**config.mk**
```make
export PLATFORM = sky130hd
export DESIGN_NAME = multicycle_sequencer
export DESIGN_NICKNAME = d
export VERILOG_FILES = /design/src/rtl/multicycle_sequencer.sv
export SDC_FILE = /design/constraint.sdc
export NUM_CORES = 1
export LEC_CHECK = 0
export ABC_CLOCK_PERIOD_IN_PS = 2100
export CELL_PAD_IN_SITES_DETAIL_PLACEMENT = 1
export CELL_PAD_IN_SITES_GLOBAL_PLACEMENT = 1
export CORE_MARGIN = 3
export CORE_UTILIZATION = 35
export DETAILED_ROUTE_END_ITERATION = 8
export PLACE_DENSITY_LB_ADDON = 0.1
export SYNTH_ARGS = -nofsm -noshare
export SYNTH_HDL_FRONTEND = slang
export SYNTH_SLANG_ARGS = --single-unit
```
**constraint.sdc**
```tcl
create_clock -name CLOCK_50 -period 2.1 [get_ports CLOCK_50]
set_input_delay 0.42 -clock CLOCK_50 [delete_from_list [all_inputs] [get_ports CLOCK_50]]
set_output_delay 0.42 -clock CLOCK_50 [all_outputs]
set_load 0.05 [all_outputs]
```
**src/rtl/multicycle_sequencer.sv**
```systemverilog
// Moore control sequencer for the 16-bit multicycle datapath: fetch, decode,
// execute and writeback, with run gating, a HALT park state and a retire counter.
module multicycle_sequencer #(
   parameter int         CNT_WIDTH   = 16,
   parameter logic [3:0] HALT_OPCODE = 4'd15
) (
   input  logic                 CLOCK_50,
   input  logic                 reset,
   input  logic                 run,
   input  logic [3:0]           opcode,
   input  logic                 zero,
   output logic                 esc_ir,
   output logic                 esc_cp,
   output logic                 esc_cond_cp,
   output logic [3:0]           ula_op,
   output logic                 ula_a,
   output logic [1:0]           ula_b,
   output logic [1:0]           fonte_cp,
   output logic                 esc_reg,
   output logic [3:0]           state,
   output logic                 halted,
   output logic [CNT_WIDTH-1:0] instr_count
);

   localparam logic [3:0] FETCH   = 4'd0;
   localparam logic [3:0] LOAD_IR = 4'd1;
   localparam logic [3:0] DECODE  = 4'd2;
   localparam logic [3:0] EXEC_R  = 4'd3;
   localparam logic [3:0] EXEC_I  = 4'd4;
   localparam logic [3:0] WB      = 4'd5;
   localparam logic [3:0] BRANCH  = 4'd6;
   localparam logic [3:0] JUMP    = 4'd7;
   localparam logic [3:0] HALT    = 4'd8;

   logic [3:0]           stateReg;
   logic [3:0]           nextState;
   logic [3:0]           opReg;
   logic                 immFlag;
   logic                 retire;
   logic [CNT_WIDTH-1:0] countReg;

   // The conditional PC write is resolved by the datapath, so the sequencer never needs zero.
   logic unusedZero;
   assign unusedZero = zero;

   always_comb begin
      // NOTE: every combinational output gets a default first so no path can infer a latch.
      nextState = FETCH;
      case (stateReg)
         FETCH:   nextState = run ? LOAD_IR : FETCH;
         LOAD_IR: nextState = DECODE;
         DECODE: begin
            if (opcode == HALT_OPCODE)  nextState = HALT;
            else if (opcode <= 4'd5)    nextState = EXEC_R;
            else if (opcode <= 4'd10)   nextState = EXEC_I;
            else if (opcode == 4'd11)   nextState = BRANCH;
            else if (opcode == 4'd12)   nextState = JUMP;
            else                        nextState = FETCH;
         end
         EXEC_R:  nextState = WB;
         EXEC_I:  nextState = WB;
         WB:      nextState = FETCH;
         BRANCH:  nextState = FETCH;
         JUMP:    nextState = FETCH;
         HALT:    nextState = HALT;
         default: nextState = FETCH;
      endcase
   end

   // A NOP retires straight out of DECODE; every other class retires on its last state.
   assign retire = (stateReg == WB) || (stateReg == BRANCH) || (stateReg == JUMP) ||
                   ((stateReg == DECODE) && (nextState == FETCH));

   always_ff @(posedge CLOCK_50) begin
      // NOTE: reset is sampled on the clock edge, so it lives inside the clocked branch.
      if (!reset) begin
         stateReg <= FETCH;
         opReg    <= '0;
         immFlag  <= 1'b0;
         countReg <= '0;
      end else begin
         stateReg <= nextState;
         if (stateReg == DECODE) begin
            opReg   <= opcode;
            immFlag <= (opcode >= 4'd6) && (opcode <= 4'd10);
         end
         if (retire) countReg <= countReg + CNT_WIDTH'(1);
      end
   end

   always_comb begin
      esc_ir      = 1'b0;
      esc_cp      = 1'b0;
      esc_cond_cp = 1'b0;
      ula_op      = 4'd0;
      ula_a       = 1'b0;
      ula_b       = 2'b00;
      fonte_cp    = 2'b00;
      esc_reg     = 1'b0;
      halted      = 1'b0;
      case (stateReg)
         LOAD_IR: begin
            esc_ir = 1'b1;
            esc_cp = 1'b1;
            ula_a  = 1'b1;
            ula_b  = 2'b01;
         end
         EXEC_R: ula_op = opReg;
         EXEC_I: begin
            ula_op = opReg;
            ula_b  = 2'b10;
         end
         WB: begin
            ula_op  = opReg;
            ula_b   = immFlag ? 2'b10 : 2'b00;
            esc_reg = 1'b1;
         end
         BRANCH: begin
            ula_op      = 4'd1;
            esc_cond_cp = 1'b1;
            fonte_cp    = 2'b01;
         end
         JUMP: begin
            esc_cp   = 1'b1;
            fonte_cp = 2'b10;
         end
         HALT:    halted = 1'b1;
         default: ;
      endcase
   end

   assign state       = stateReg;
   assign instr_count = countReg;

endmodule

```
-- After elaboration in Yosys (flattened, before gate mapping)
Index checks and enable logic that the tools add are counted.
- $lt $le $gt $ge: 3
- add/subtract/negate cells: 1
- multiplexer cells: 16
- equal/unequal tests: 11
- reduce and logical (&&, ||, !) cells: 10
- operators by type and width (cell ; number):
    one-hot mux 4 bit (5 select lines) ; 1
    adder 16 x 1 -> 16 bit (second input constant) ; 1
    equality test 4 x 3 -> 1 bit (second input constant) ; 4
    equality test 4 bit (second input constant) ; 4
    two-way mux 3 bit ; 4
    equality test 4 x 2 -> 1 bit (second input constant) ; 2
    zero test 4 bit ; 2
    one-hot mux 4 bit (2 select lines) ; 1
    two-way mux 1 bit ; 6
    one-hot mux 2 bit (3 select lines) ; 1
    equality test 4 x 1 -> 1 bit (second input constant) ; 1
    >= comparator 4 x 3 -> 1 bit (second input constant) ; 1
    <= comparator 4 x 3 -> 1 bit (second input constant) ; 1
    <= comparator 4 bit (second input constant) ; 1
    two-way mux 4 bit ; 1
    one-hot mux 2 bit (2 select lines) ; 1
    OR reduction 2 bit ; 2
    logical OR 1 bit ; 3
    OR reduction 3 bit ; 1
    logical AND 1 bit ; 2
    two-way mux 2 bit ; 1
- input bits: 8
- word-level logic and storage cells: 45
- register bits: 25
- output and inout bits: 34

-- Depth between registers and ports, before layout
Gate-level depths: netlist (run 1).
- depth after elaboration: 10
- depth in mapped cells: 6
- gate-level depth less buffers: 4

-- Worst setup path after synthesis (run 1)
OpenSTA, ideal clock, no wires.
- path type: register -> output
- start: reg stateReg[0] (netlist: state[0])
- end: out esc_cp
- path slack: -1.746 ns
- arrival: 3.426 ns
- data required time: 1.680 ns
- stages on the path, launching flop included: 4
- path through: dfxtp_1 > clkbuf_1 > nor4b_1 > or2_2
- word-level cells in the longest chain between the ends: 3
- ends and longest elaborated chain (element ; line ; text):
    start: declaration ; 35 ; logic [3:0] stateReg;
    start signal: assignment ; 82 ; stateReg <= nextState;
    equality test 4 x 3 -> 1 bit / equality test 4 x 1 -> 1 bit (equally long branches) ; 101 ; case (stateReg)
    OR reduction 2 bit (no source line) * ; - ;
    two-way mux 1 bit * ; 101 ;
    end: declaration ; 13 ; output logic esc_cp,
Every way passes the cells marked *; elsewhere a longest branch is shown, timed or not.

-- Worst setup path in the final report (run 1)
- start: reg stateReg[3] (netlist: state[3])
- end: out esc_cp
The elaborated chain is that of the path after synthesis.

==> results_dict.tcl, run 1 <==
set metrics [dict create \
    hold_class "reg -> reg" \
    fillerInstances 468 \
    dp_hpwl_mm 3.284 \
    p_leak_nw 0.7844 \
    port_buffers 40 \
    clkSinkCount 25 \
    io_pins 42 \
    dr.pass1.iters 4 \
    path_cells "and2b_1, and3_1, or2_2, buf_4" \
    final_util 0.5363 \
    power_mw 1.072 \
    period_needed_ns 2.021 \
    area_growth_pct 43.77 \
    rsz0062_at_grt "no" \
    synth_edf_count 0 \
    final_layout_size_suffix_gt1_frac 0.2149 \
    p_int_mw 0.7372 \
    antenna_left 0 \
    critPathKind "reg -> out" \
    drt_iter0_drc 63 \
    cts_tree "built" \
    num_rows 23 \
    swShare 0.3124 \
    setup_viol 0 \
    clock_latency_ns 0.27 \
    max_slew_margin 0.5548 \
    r2r_slack_ns 0.46 \
    ctsHtreeMaxLevel 1 \
    synth_warnings 0 \
    tns_ns 0 \
    slew_viol_final 0 \
    post-cts-setup-buffers 0 \
    synthesis.area_um2 1535 \
    stdcell_area_um2 2207 \
    root_buffer "clkbuf_8" \
    critPathTopFamily "simple AND/OR/NAND/NOR gates" \
    cap_violations 0 \
    dieArea_um2 5217 \
    cp.required_ns 1.68 \
    timing.critical_path.buf_inv 1 \
    avgSynthCellArea_um2 8.123 \
    grt_pass1_wl_mm 7.051 \
    fmax_mhz 494.7 \
    final_cells 278 \
    yosys_most_used_dff "dfxtp_1" \
    combinationalPowerShare 0.248 \
    synth_cells 189 \
    grt_pass1_vias 1535 \
    seqPwrFrac 0.477 \
    die_h_um 72.23 \
    synth_seq_cells 25 \
    ir_drop_mv 0.3072 \
    grt_usage 0.1676 \
    critical_path.max_fanout 5 \
    die-width_um 72.23 \
    cp_slowest_cell "dfxtp_2" \
    clkTransAtPathRegs_ns 0.09 \
    gp_routability_congestion 0.7542 \
    ys_seq_area_frac 0.3260 \
    start_util 0.3731 \
    ctsHoldBuffers 0 \
    placed_cells 274 \
    synth_nets 198 \
    hold_violations 0 \
    antenna_found_initial 0 \
    clock_path_buffers 2 \
    worst_ep_arrival_time_ns 1.60 \
    placed_area_um2 2155 \
    core_area_um2 4115 \
    pwr_density_cell_nw_per_um2 485.7 \
    grt-ovfl-total 0 \
    drcViolationCount 0 \
    synth.distinct_cells 40 \
    cpPeakStageDelay_ns 0.42 \
    critical_path.endpoint_type "output pin" \
    grt_max_degree 25 \
    tightest_slew_ns 0.6634 \
    synthArstFlopShare 0 \
    p_clk_frac 0.275 \
    num_vias 1473 \
    diodes 0 \
    startpoint_type "flop" \
    cts_made_buffers 3 \
    vias_per_cell 5.299 \
    p_sw_mw 0.3349 \
    wl_per_cell_um 14.76 \
    status "completed" \
    num-nets-final 238 \
    skew_ns 0.003345 \
    timing.final.crit_share 0.9625 \
    wl_mm 4.104 \
]
==> synthesized netlist by cell type, types with 4 or more instances <==
master    instances  area (um^2)
o21ai_0           7        35.03
nand2b_1         15        93.84
a21oi_2           8        70.07
dfxtp_1          25        500.5
nor3_1            4        20.02
mux2i_1          15        150.1
and2_1            5        31.28
a211oi_1          4        30.03
nand3_1           7        35.03
nor2_1            7        26.28
a21oi_1           9        45.04
nand2_1          32        120.1
clkbuf_1          7        26.28
nand4_1           4        25.02
==> path summary, 6_finish.rpt <==
| kind | endpoint | cells after the start | startpoint |
|---|---|---|---|
| setup / recovery | esc_cp | 4 | state[3]$_SDFF_PN0_ |
| setup reg to reg | instr_count[0]$_SDFFE_PN0P_ | 5 | state[3]$_SDFF_PN0_ |
| hold reg to reg | opReg[2]$_SDFFE_PN0P_ | 2 | opReg[2]$_SDFFE_PN0P_ |
| hold / removal | opReg[2]$_SDFFE_PN0P_ | 2 | opReg[2]$_SDFFE_PN0P_ |
==> cell usage in the layout, fill, tap and decap left out, types with 4 or more instances in the layout <==
| cell | netlist | routed |
|---|---|---|
| a211oi_1 | 4 | 4 |
| a21oi_1 | 9 | 9 |
| a21oi_2 | 8 | 8 |
| and2_1 | 5 | 5 |
| buf_12 | 0 | 14 |
| buf_4 | 3 | 12 |
| clkdlybuf4s50_1 | 0 | 24 |
| dfxtp_1 | 25 | 21 |
| mux2i_1 | 15 | 15 |
| nand2_1 | 32 | 32 |
| nand2b_1 | 15 | 15 |
| nand3_1 | 7 | 7 |
| nand4_1 | 4 | 4 |
| nor2_1 | 7 | 6 |
| o21ai_0 | 7 | 7 |
==> flip-flops by register name (all words and copies together), names as in the netlist <==
register,count
instr_count,16
opReg,4
state,4
immFlag,1
==> final cells by class <==
class	instances	area [um^2]	area share
multi-input combinational	146	964.7	0.4371
timing repair buffer	50	610.6	0.2766
tap	50	62.56	0.02834
clock buffer	4	45.04	0.02041
inverter	3	11.26	0.005102
sequential	25	513.0	0.2324
==> power by group through the flow <==
stage / clock, mW / combinational [mW] / sequential, mW
after global placement: 0 / 0.260 / 0.523
after CTS: 0.310 / 0.269 / 0.513
after global routing: 0.323 / 0.284 / 0.517
final: 0.294 / 0.266 / 0.512
after floorplan: 0 / 0.160 / 0.529
after detailed placement: 0 / 0.268 / 0.524
==> routing by layer <==
| metal | track usage | up-vias | part of all wire |
|---|---|---|---|
| li1 | - | 731 | - |
| met5 | 0 | - | 0 |
| met4 | 0.06472 | 0 | 0.016 |
| met1 | 0.2241 | 698 | 0.48 |
| met3 | 0.01801 | 7 | 0.036 |
| met2 | 0.2760 | 37 | 0.47 |
==> cells by family (layout without fill, tap and decap cells) <==
kind of cell	after synthesis	in the layout	synth area share
and+or+nand+nor	92	92	0.3358
AOI/OAI and AO/OA	37	37	0.1597
DFF	25	25	0.3260
buffers and inverters	18	57	0.06682
muxes	15	15	0.09780
adders and majority gates	1	1	0.008149
xor gates and xnor gates	1	1	0.005706
==> stage by stage <==
stage | worst slack [ns] | hold WS [ns]
after floorplan | -0.1820 | 0.4317
after global placement | 0.09499 | 0.4476
after detailed placement | 0.05556 | 0.4543
after CTS | 0.02815 | 0.4674
after global routing | 0.006424 | 0.4885
final | 0.07866 | 0.4610
==> worst min-delay path, cell delays in order, from the launching register on <==
cell and delay, ns:
dfxtp_1 0.32, nand2_1 0.05, a21oi_1 0.05
==> repair_timing <==
action | CTS | global route
resized for setup | 2 | 2
pin swaps | 0 | 0
setup endpoints to repair | 5 | 3
No activity file was read; power rests on OpenSTA's default activity.
==> inputs of run 2 (changes only) <==
GPL_ROUTABILITY_DRIVEN = 0   (was not set)
TNS_END_PERCENT = 5   (was not set)
==> run 2 against run 1 <==
- critical path depth decreased by 3
- via count up 2.0%
- worst hold slack better by 0.00090 ns
- largest cell class unchanged
- sequential power shrank 1%
- non-clock buffer count rose by 4
- design area is 0.79% higher
- combinational power is 4% higher
- critical endpoint is now instr_count[2]
- die area is the same
- maximum frequency grew 0.99%
- count of clock-buffer cells in the layout fell by 1
- first-iteration DRC count is 40% lower
- largest power group unchanged
- sequential share of layout area is 0.35 points lower
==> results_dict.tcl, run 2 (synthesis results as in run 1) <==
set metrics [dict create \
    clock_path_buffers 2 \
    grt_pass1_wl_mm 7.334 \
    dr.pass1.iters 4 \
    die-width_um 72.23 \
    largest_register_ffs 16 \
    wl_per_cell_um 15.25 \
    drt_iter0_drc 38 \
    ctsHtreeMaxLevel 1 \
    multi_input_area_um2 959.7 \
    start_util 0.3731 \
    cts_tree "built" \
    clkTransAtPathRegs_ns 0.10 \
    p_clk_frac 0.272 \
    num-nets-final 242 \
    grt_usage 0.1736 \
    cts_made_buffers 3 \
    cp_slowest_cell "clkdlybuf4s50_1" \
    timing.critical_path.buf_inv 1 \
    cp.required_ns 1.68 \
    grt_max_degree 16 \
    critPathKind "reg -> out" \
    critical_path.endpoint_type "output pin" \
    antenna_found_initial 0 \
    root_buffer "clkbuf_8" \
    fillerInstances 481 \
    period_needed_ns 2.002 \
    timing.final.crit_share 0.9531 \
    core_area_um2 4115 \
    io_pins 42 \
    worst_ep_arrival_time_ns 1.58 \
    die_h_um 72.23 \
    tns_ns 0 \
    ir_drop_mv 0.2774 \
    seqPwrFrac 0.470 \
    antenna_left 0 \
    num_vias 1502 \
    seq_area_um2 509.2 \
    holdWs_ns 0.4619 \
    grt_pass1_vias 1550 \
    drcViolationCount 0 \
    vias_per_cell 5.326 \
    p_int_mw 0.7350 \
    setup_viol 0 \
    combinationalPowerShare 0.258 \
    layout_commonest_cell "nand2_1" \
    path_cells "clkdlybuf4s50_1" \
    dp_hpwl_mm 3.350 \
    status "completed" \
    pwr_density_cell_nw_per_um2 482.9 \
    port_buffers 40 \
    fmax_mhz 499.6 \
    mostFrequentLayoutCells "nand2_1 (32), dfxtp_1 (22), clkdlybuf4s50_1 (22), buf_4 (18)" \
    hold_class "reg -> reg" \
    critical_path.max_fanout 7 \
    rsz0062_at_grt "no" \
    cpPeakStageDelay_ns 0.85 \
    p_sw_mw 0.3391 \
    num_rows 23 \
    startpoint_type "flop" \
    clock_latency_ns 0.27 \
    skew_ns 0.01406 \
    cap_violations 0 \
    grt-ovfl-total 0 \
    swShare 0.3157 \
    critPathTopFamily "buffers and inverters" \
    max_slew_margin 0.6582 \
    area_growth_pct 44.91 \
    clkSinkCount 25 \
    hold_violations 0 \
    ctsHoldBuffers 0 \
    slew_viol_final 0 \
    diodes 0 \
    wl_mm 4.300 \
    dieArea_um2 5217 \
    p_leak_nw 0.8114 \
    tightest_slew_ns 0.5112 \
    final_layout_size_suffix_gt1_frac 0.2371 \
]
[run 2: changes by cell type in the layout (fill, tap and decap cells not counted), sizes merged]
cell / change
buf: +6
clkbuf: -1
clkdlybuf4s50: -2
clkinv: +1
[run 2: cell type report]
class | count | share of cell area
well taps | 50 | 0.02812
multi-input cells | 146 | 0.4314
inverters | 3 | 0.005062
repair buffers | 54 | 0.2857
clock inverters | 1 | 0.002250
clock buffers | 3 | 0.01856
flip-flops and latches | 25 | 0.2289
[run 2: worst register-to-register path, cell delays in order, from the launching register on]
cell and delay (ns):
dfxtp_4 0.40, nor4b_4 0.36, nand4_4 0.25, a211oi_1 0.36, mux2i_1 0.23
[run 2: layer usage]
layer | vias up | track usage | part of all wire
li1 | 740 | - | -
met1 | 728 | 0.2087 | 0.43
met2 | 32 | 0.3195 | 0.52
met3 | 2 | 0.03324 | 0.041
met4 | 0 | 0.03340 | 0.0051
met5 | - | 0 | 0
[run 2: final timing paths]
kind / start / endpoint / slack [ns] / cells past startpoint
max: instr_count[2]$_SDFFE_PN0P_ / instr_count[2] / 0.1 / 1
min: opReg[3]$_SDFFE_PN0P_ / opReg[3]$_SDFFE_PN0P_ / 0.46 / 2
min reg2reg: opReg[3]$_SDFFE_PN0P_ / opReg[3]$_SDFFE_PN0P_ / 0.46 / 2
max reg2reg: state[2]$_SDFF_PN0_ / instr_count[12]$_SDFFE_PN0P_ / 0.44 / 4
[run 2: power by group through the flow]
stage | logic [mW] | registers [mW] | clock network (mW)
floorplan | 0.156 | 0.528 | 0
global placement | 0.270 | 0.517 | 0
detailed placement | 0.278 | 0.518 | 0
CTS | 0.279 | 0.507 | 0.300
global route | 0.297 | 0.508 | 0.319
finish | 0.277 | 0.505 | 0.292
[run 2: stage by stage]
step / setup slack [ns] / total power, mW / instances / utilization / cell area (um^2)
floorplan: -0.3210 / 0.6836 / 189 / - / 1564
global placement: 0.06849 / 0.7872 / 278 / 0.5275 / 2171
detailed placement: -0.04237 / 0.7959 / 278 / 0.5275 / 2171
CTS: 0.02515 / 1.086 / 282 / 0.5394 / 2220
global route: 0.02910 / 1.124 / 282 / 0.5406 / 2225
finish: 0.09842 / 1.074 / 282 / 0.5406 / 2225
[run 2: what timing repair did]
item,in CTS,in global routing
cloned,0,0
endpoints found under the hold margin,0,0
endpoints found under the setup margin,5,5
buffers inserted,0,0
resized for setup,2,3
